==> src/rtl/atp_bill_pay_ctrl.sv <==
// Bill-payment kiosk controller: card session, PIN check, note acceptance,
// change computation, timeout/cancel handling and timed result display.
module atp_bill_pay_ctrl #(
    parameter int unsigned              CARD_W       = 8,
    parameter int unsigned              PIN_W        = 4,
    parameter int unsigned              AMT_W        = 16,
    parameter int unsigned              N_DENOM      = 4,
    parameter logic [N_DENOM*AMT_W-1:0] DENOM_VALUES = {16'd1000, 16'd500, 16'd100, 16'd50},
    parameter logic [PIN_W-1:0]         PIN_REF      = 4'b1010,
    parameter int unsigned              MAX_TRIES    = 3,
    parameter int unsigned              TIMEOUT_CYC  = 50,
    parameter int unsigned              HOLD_CYC     = 4
) (
    input  logic               clk,
    input  logic               reset,
    input  logic               card_inserted,
    input  logic [CARD_W-1:0]  card_data,
    input  logic [AMT_W-1:0]   bill_amount,
    input  logic               pin_valid,
    input  logic [PIN_W-1:0]   pin,
    input  logic [N_DENOM-1:0] note_in,
    input  logic               cancel,
    output logic [7:0]         display,
    output logic [AMT_W-1:0]   paid_total,
    output logic [AMT_W-1:0]   change_due,
    output logic               payment_success,
    output logic               payment_fail,
    output logic               payment_timeout
);

    localparam int unsigned SUM_W  = AMT_W + 3;
    localparam int unsigned TRY_W  = $clog2(MAX_TRIES + 1);
    localparam int unsigned TMR_W  = $clog2(TIMEOUT_CYC + 1);
    localparam int unsigned HOLD_W = $clog2(HOLD_CYC + 1);
    localparam logic [AMT_W-1:0] AMT_MAX = '1;

    typedef enum logic [7:0] {
        S_IDLE = 8'h00,
        S_CARD = 8'h01,
        S_PIN  = 8'h02,
        S_PAY  = 8'h03,
        S_OK   = 8'h04,
        S_FAIL = 8'h05,
        S_TMO  = 8'h06
    } state_t;

    state_t              state;
    logic                card_prev;
    logic [N_DENOM-1:0]  note_prev;
    logic [CARD_W-1:0]   card_lat;
    logic [AMT_W-1:0]    bill_lat;
    logic [TRY_W-1:0]    tries;
    logic [TMR_W-1:0]    timer;
    logic [HOLD_W-1:0]   hold;

    logic                card_rise;
    logic [N_DENOM-1:0]  note_rise;
    logic [SUM_W-1:0]    note_add;
    logic [SUM_W-1:0]    pay_sum;
    logic [AMT_W-1:0]    pay_sat;
    logic                activity;
    logic [TMR_W-1:0]    timer_n;
    logic                timeout;
    logic [TRY_W-1:0]    tries_n;

    // Edge detection, note value summation, saturation and timer/try increments
    always_comb begin
        card_rise = card_inserted & ~card_prev;
        note_rise = note_in & ~note_prev;
        note_add  = '0;
        for (int i = 0; i < int'(N_DENOM); i++) begin
            if (note_rise[i]) begin
                note_add = note_add + SUM_W'(DENOM_VALUES[i*AMT_W +: AMT_W]);
            end
        end
        pay_sum  = SUM_W'(paid_total) + note_add;
        pay_sat  = (pay_sum > SUM_W'(AMT_MAX)) ? AMT_MAX : pay_sum[AMT_W-1:0];
        activity = ((state == S_PIN) && pin_valid) || ((state == S_PAY) && (|note_rise));
        timer_n  = activity ? '0 : timer + TMR_W'(1);
        timeout  = (timer_n >= TMR_W'(TIMEOUT_CYC));
        tries_n  = tries + TRY_W'(1);
    end

    // Session FSM with registered display, totals and result flags
    always_ff @(posedge clk or posedge reset) begin
        if (reset) begin
            state           <= S_IDLE;
            display         <= 8'h00;
            paid_total      <= '0;
            change_due      <= '0;
            payment_success <= 1'b0;
            payment_fail    <= 1'b0;
            payment_timeout <= 1'b0;
            card_prev       <= 1'b0;
            note_prev       <= '0;
            card_lat        <= '0;
            bill_lat        <= '0;
            tries           <= '0;
            timer           <= '0;
            hold            <= '0;
        end else begin
            card_prev <= card_inserted;
            note_prev <= note_in;
            case (state)
                S_IDLE: begin
                    if (card_rise) begin
                        state      <= S_CARD;
                        display    <= S_CARD;
                        card_lat   <= card_data;
                        bill_lat   <= bill_amount;
                        paid_total <= '0;
                        change_due <= '0;
                        tries      <= '0;
                        timer      <= '0;
                    end
                end
                S_CARD: begin
                    if (card_lat == '0) begin
                        state        <= S_FAIL;
                        display      <= S_FAIL;
                        payment_fail <= 1'b1;
                        hold         <= '0;
                    end else begin
                        state   <= S_PIN;
                        display <= S_PIN;
                    end
                end
                S_PIN: begin
                    timer <= timer_n;
                    if (cancel) begin
                        state        <= S_FAIL;
                        display      <= S_FAIL;
                        payment_fail <= 1'b1;
                        change_due   <= paid_total;
                        hold         <= '0;
                    end else if (timeout) begin
                        state           <= S_TMO;
                        display         <= S_TMO;
                        payment_timeout <= 1'b1;
                        change_due      <= paid_total;
                        hold            <= '0;
                    end else if (pin_valid) begin
                        if (pin == PIN_REF) begin
                            state   <= S_PAY;
                            display <= S_PAY;
                        end else begin
                            tries <= tries_n;
                            if (tries_n >= TRY_W'(MAX_TRIES)) begin
                                state        <= S_FAIL;
                                display      <= S_FAIL;
                                payment_fail <= 1'b1;
                                hold         <= '0;
                            end
                        end
                    end
                end
                S_PAY: begin
                    timer      <= timer_n;
                    paid_total <= pay_sat;
                    if (cancel) begin
                        state        <= S_FAIL;
                        display      <= S_FAIL;
                        payment_fail <= 1'b1;
                        change_due   <= pay_sat;
                        hold         <= '0;
                    end else if (timeout) begin
                        state           <= S_TMO;
                        display         <= S_TMO;
                        payment_timeout <= 1'b1;
                        change_due      <= pay_sat;
                        hold            <= '0;
                    end else if (pay_sat >= bill_lat) begin
                        state           <= S_OK;
                        display         <= S_OK;
                        payment_success <= 1'b1;
                        change_due      <= pay_sat - bill_lat;
                        hold            <= '0;
                    end
                end
                S_OK, S_FAIL, S_TMO: begin
                    if (hold == HOLD_W'(HOLD_CYC - 1)) begin
                        state           <= S_IDLE;
                        display         <= S_IDLE;
                        payment_success <= 1'b0;
                        payment_fail    <= 1'b0;
                        payment_timeout <= 1'b0;
                    end else begin
                        hold <= hold + HOLD_W'(1);
                    end
                end
                default: begin
                    state   <= S_IDLE;
                    display <= S_IDLE;
                end
            endcase
        end
    end

endmodule

==> config.mk <==
export PLATFORM = sky130hd
export DESIGN_NAME = atp_bill_pay_ctrl
export DESIGN_NICKNAME = d
export VERILOG_FILES = /design/src/rtl/atp_bill_pay_ctrl.sv
export SDC_FILE = /design/constraint.sdc
export NUM_CORES = 1
export LEC_CHECK = 0
export ABC_CLOCK_PERIOD_IN_PS = 8700
export CORE_MARGIN = 10
export CORE_UTILIZATION = 55
export DETAILED_ROUTE_END_ITERATION = 7
export PLACE_DENSITY = 0.9
export SYNTH_ARGS = -nofsm -noshare
export SYNTH_HDL_FRONTEND = slang
export SYNTH_SLANG_ARGS = --single-unit
==> constraint.sdc <==
create_clock -name clk -period 8.7 [get_ports clk]
set_clock_uncertainty 0.2 [all_clocks]
set_input_delay 1.74 -clock clk [delete_from_list [all_inputs] [get_ports clk]]
set_output_delay 1.74 -clock clk [all_outputs]
set_load 0.01 [all_outputs]
# After elaboration in Yosys (flattened, before gate mapping)
# Index checks and enable logic that the tools add are counted.
# word_totals
ram_bits	0
mem_bits_ro	0
memories	0
inputBits	37
ff_bits	83
out_inout_bits	43
word_cells	147
latch_bits	0
# op_classes
n_bitwise	4
n_lt_le_gt_ge	4
shift	0
muxes	61
multipliers	0
n_eq_ne	32
reduce_logical	25
add_sub_neg	8
div_mod_pow	0
# op_table
op	n
$mux 16	7
$mux 8	10
$mux 19	3
$pmux 16 s3	1
$pmux 8 s5	1
$mux 3	11
$pmux 16 s2	1
$eq 8x3->1 const B	3
$ne 2x2->1 const B	12
$add 16x19->19	1
$add 19x10->19 const B	1
$add 19x7->19 const B	1
$add 19x9->19 const B	1
$gt 19x16->1 const B	1
$mux 6	3
$eq 8x2->1 const B	2
$ge 16x16->1	1
$logic_not 8->1	2
$sub 16x16->16	1
$mux 1	13
$ne 3x3->1 const B	4
$pmux 3 s4	1
$pmux 6 s2	1
$mux 2	5
34 further kinds	47

# Logic depth before layout (Yosys ltp)
# logic_depth
ltp_word	17
depth_mapped	29
mapped_depth_nobuf	25

# Worst setup path before layout
# No wires, ideal clock.
# synth_timing
path_kind	input -> register
startpoint	input port note_in[2]
endpoint	register state[1]
n_path_buf	2
setup_time_ps	125
t_arrival_ps	7062
slack_ps	1313
stages	25
t_required_ps	8375
cell_sequence	nand2b_1 buf_2 inv_1 clkbuf_1 ha_1 ha_1 nor2b_1 o32ai_1 nand2_1 a2111oi_0 nor2_1 ha_1 a21o_1 a221o_1 a31oi_2 nor2_1 or2_2 ha_1 a211oi_1 nor2_1 nor4b_1 a21oi_2 o21ai_1 a211o_1 mux2_2
# synth_via
elab_chain_cells	10
elab_cells_between_ends	22
cone_classes	add/sub: 2; order compare: 3; eq/ne: 3; mux: 9; bitwise: 1; reduce/logical: 4
# synth_rtl
item	line_no	text
start: declaration	21	input logic [N_DENOM-1:0] note_in,
$and 4x4->4 *	69	note_rise = note_in & ~note_prev;
$mux 19	72	if (note_rise[i]) begin
$add 19x10->19	73	note_add = note_add + SUM_W'(DENOM_VALUES[i*AMT_W +: AMT_W]);
$mux 19	72	
$add 16x19->19	76	pay_sum = SUM_W'(paid_total) + note_add;
$gt 19x16->1	77	pay_sat = (pay_sum > SUM_W'(AMT_MAX)) ? AMT_MAX : pay_sum[AMT_W-1:0];
$mux 16	77	
$ge 16x16->1	172	end else if (pay_sat >= bill_lat) begin
$ne 4x3->1 (no line)	--	
$reduce_and 5->1 (no line)	--	
end signal: assignment	87	state <= S_IDLE;
end signal: assignment	173	state <= S_OK;
end signal: assignment	182	state <= S_IDLE;
end: declaration	47	state_t state;
# Every way passes the cells marked *; elsewhere a longest branch is shown, timed or not.
# A chain may end at the register's enable or synchronous reset.

# Final worst setup path
# layout_timing
startpoint	input port note_in[2]
endpoint	register change_due[11]
# layout_via
elab_chain_cells	12
elab_cells_between_ends	21
cone_classes	add/sub: 3; order compare: 3; eq/ne: 2; mux: 8; bitwise: 1; reduce/logical: 4
# layout_rtl
item	line_no	text
$and 4x4->4 *	69	
$mux 19	72	
$add 19x10->19	73	
$mux 19	72	
$add 16x19->19	76	
$gt 19x16->1	77	
$mux 16	77	
$sub 16x16->16	176	change_due <= pay_sat - bill_lat;
$mux 16	172	
$mux 16	166	end else if (timeout) begin
$mux 16	160	if (cancel) begin
$pmux 16 s3	104	case (state)
end signal: assignment	164	change_due <= pay_sat;
end signal: assignment	170	change_due <= pay_sat;
end signal: assignment	176	
end: declaration	25	output logic [AMT_W-1:0] change_due,
# Every way passes the cells marked *; elsewhere a longest branch is shown, timed or not. The select of a mux whose other input is x is not followed.

==> run metrics <==
drt first pass iters 8; Worst Setup End Kind register; CTS tree done; Die Span X 122 um; area added between synthesis and finish 18.0%; synth unique cells 76; number of flops mapped to enable cells by yosys 0; fraction of registers with async set/reset 100%; total grt overflow 0; post-synthesis sequential area ratio 34.1%; Crit path required time 8.80 ns; Tightest Pin Transition 1.01 ns; Final Hold Vio Count 0; via count 5,639; P per Cell Area 331 mW/mm2; FMAX 122 MHz; maximum vdd drop 0.207 mV; final wirelength 16,900 um; Hold Path Origin card_lat[6]; Mapped Area 0.00572 mm2; Leak 3.10 nW; IO Port Bufs 74; DR WL/cell 18.9 um; largest area contributor in the netlist dfrtp_1; vias in the first global route 5,506; Main synth FF type dfrtp_1; R2R Setup Slk 2.00 ns; Pins Over Slew Limit 0; Resized Gates After CTS 0; Clk Latency, worst-skew pair 0.36 ns; cell total after placement 879; Clk Tree Root Cell clkbuf_8; Overall Global Routing Usage 22.5%; Die Height 122 um; Synth area leaders dfrtp_1, ha_1, nand2_1; Initial DRC Count 631; first-pass GRT wire length 27,200 um; data arrival time of the worst path 8.26 ns; n_diodes 0; ratio of final minimum period to clock period 93.9%; CTS Buf Count 9; Rows 37; met1 usage 28.4%; GP Congestion 0.970; status finished, final reports clean; Clock Tree Buf Depth 2; YS warnings 0; worst min path class register to register; Post-DRT Antenna Nets 0; Seq cells post-synth 78; cells after synthesis 688; # clock sinks 78; largest net degree at the start of global routing 79; die area 0.0149 mm2; CP Launch Type input pin; CP Class input pin to register; # DRC 0; Hold Path Stages 2; post-synth top area share 34.1%; worst r2r path cells 23; Reg-to-Reg Start note_prev[2]; unrepaired setup endpoints after global routing false; initial core utilization 55.9%; Clock transition at path regs 0.09 ns; grt met2 use 36.8%; syn avg cell area 8.31 um2; area of the core 0.0102 mm2; busiest layer in global routing met2; post-CTS setup buffer count 0; hold buffer count at cts 0; setup TNS 0 ns; io pins 80; initial antenna violation count 0; H-tree levels 3; vias per inst 6.30; met3 usage 5.55%; Final Net Count 832; max-cap viol count 0; Final Non-Filler Cells 895; fin crit period 8.17 ns; share of post-route cells with drive strength above 1 6.19%; Setup violations, final 0; slew margin rel. 32.6%; end of the worst hold path card_lat[6]; post-detail-place hpwl 12,900 um; crit path max fanout 10; reg2reg end change_due[11]
[per-stage QoR]
stage | power, mW | utilization, % | hold slack, ns | instance area, um2 | worst slack [ns]
final | 2.23 | 66.0 | 0.292 | 6750 | 0.534
after global routing | 2.40 | 66.0 | 0.304 | 6750 | 0.194
after floorplan | 1.51 | - | 0.246 | 5730 | 1.31
after global placement | 1.89 | 64.0 | 0.259 | 6550 | 0.554
after CTS | 2.21 | 66.0 | 0.292 | 6750 | 0.624
after detailed placement | 1.92 | 64.0 | 0.267 | 6550 | 0.273
[report_power, final]
part           internal [mW]  total (mW)  switching, mW
clock network          0.135       0.284          0.149
logic                  0.564        1.36          0.793
registers              0.478       0.591          0.113
total                   1.18        2.23           1.05
[cells in the mapped netlist (10+ instances only)]
cell,n
xnor2_1,13
nand2b_1,10
inv_1,40
nor2_1,46
a31oi_1,12
clkbuf_1,14
xor2_1,10
a21oi_1,30
a21o_1,10
nor2b_1,15
o21ai_0,60
nand2_1,109
nand3_1,22
dfrtp_1,78
ha_1,39
[cell usage in the layout, fill, tap and decap left out, drive strengths merged, types with 13 or more instances in the layout]
cell type	Yosys	final
nand3	22	22
o21ai	64	64
ha	39	39
a31oi	13	13
xnor2	13	13
clkdlybuf4s50	0	74
nor2b	15	15
a21oi	32	32
nand2	110	110
nor2	46	46
inv	40	41
dfrtp	78	78
[worst max-delay path by stage]
stage / startpoint / endpoint / cells after the start
finish: note_in[2] / change_due[11] / 24
global route: note_in[2] / change_due[15] / 25
CTS: note_in[2] / change_due[10] / 25
detailed placement: note_in[2] / change_due[13] / 25
global placement: note_in[2] / change_due[13] / 25
floorplan: note_in[2] / state[1] / 25
[registers in the layout, summed over array words and instances (netlist names)]
name	flops
change_due	16
state	3
paid_total	16
card_lat	8
card_prev	1
payment_success	1
note_prev	4
bill_lat	16
timer	6
payment_fail	1
hold	3
payment_timeout	1
tries	2
[critical path, stage by stage]
cell             delay, ns
clkdlybuf4s50_1       0.44
nand2b_1              0.31
inv_1                 0.11
ha_1                  0.29
ha_1                  0.23
nor2b_1               0.13
o32ai_1               0.22
nand2_1               0.15
a2111oi_0             0.53
nor2_1                0.14
ha_1                  0.34
a21o_1                0.20
a221o_1               0.36
a31oi_2               0.28
nand2b_1              0.30
o21ai_0               0.31
ha_1                  0.45
a21o_1                0.20
a21oi_1               0.36
nand4_1               0.15
a21oi_1               0.33
a21boi_0              0.39
a22o_1                0.20
a221o_1               0.11
[metal layers]
metal / vias to the layer above / wire, um
li1: 2586 / -
met1: 2690 / 6960
met2: 318 / 7900
met3: 45 / 1590
met4: 0 / 427
met5: - / 0
[area by class of cell]
type	instances	area, um2
sequential	78	1950
clock inverter	6	70.1
timing repair buffer	84	816
clock buffer	10	128
fill	860	3480
multi-input combinational	541	3460
inverter	40	150
tap	136	170
[logic make-up (layout without fill, tap and decap cells)]
logic type,after synthesis,after routing,share of synthesized area (%)
buffers and inverters,73,140,5.56
muxes,10,10,1.79
adders and majority gates,41,41,9.23
other,1,5,0.0656
and+or+nand+nor,251,251,20.7
xor gates and xnor gates,23,23,3.52
DFF,78,78,34.1
AOI/OAI and AO/OA,211,211,25.0
No activity file was read; power rests on OpenSTA's default activity.
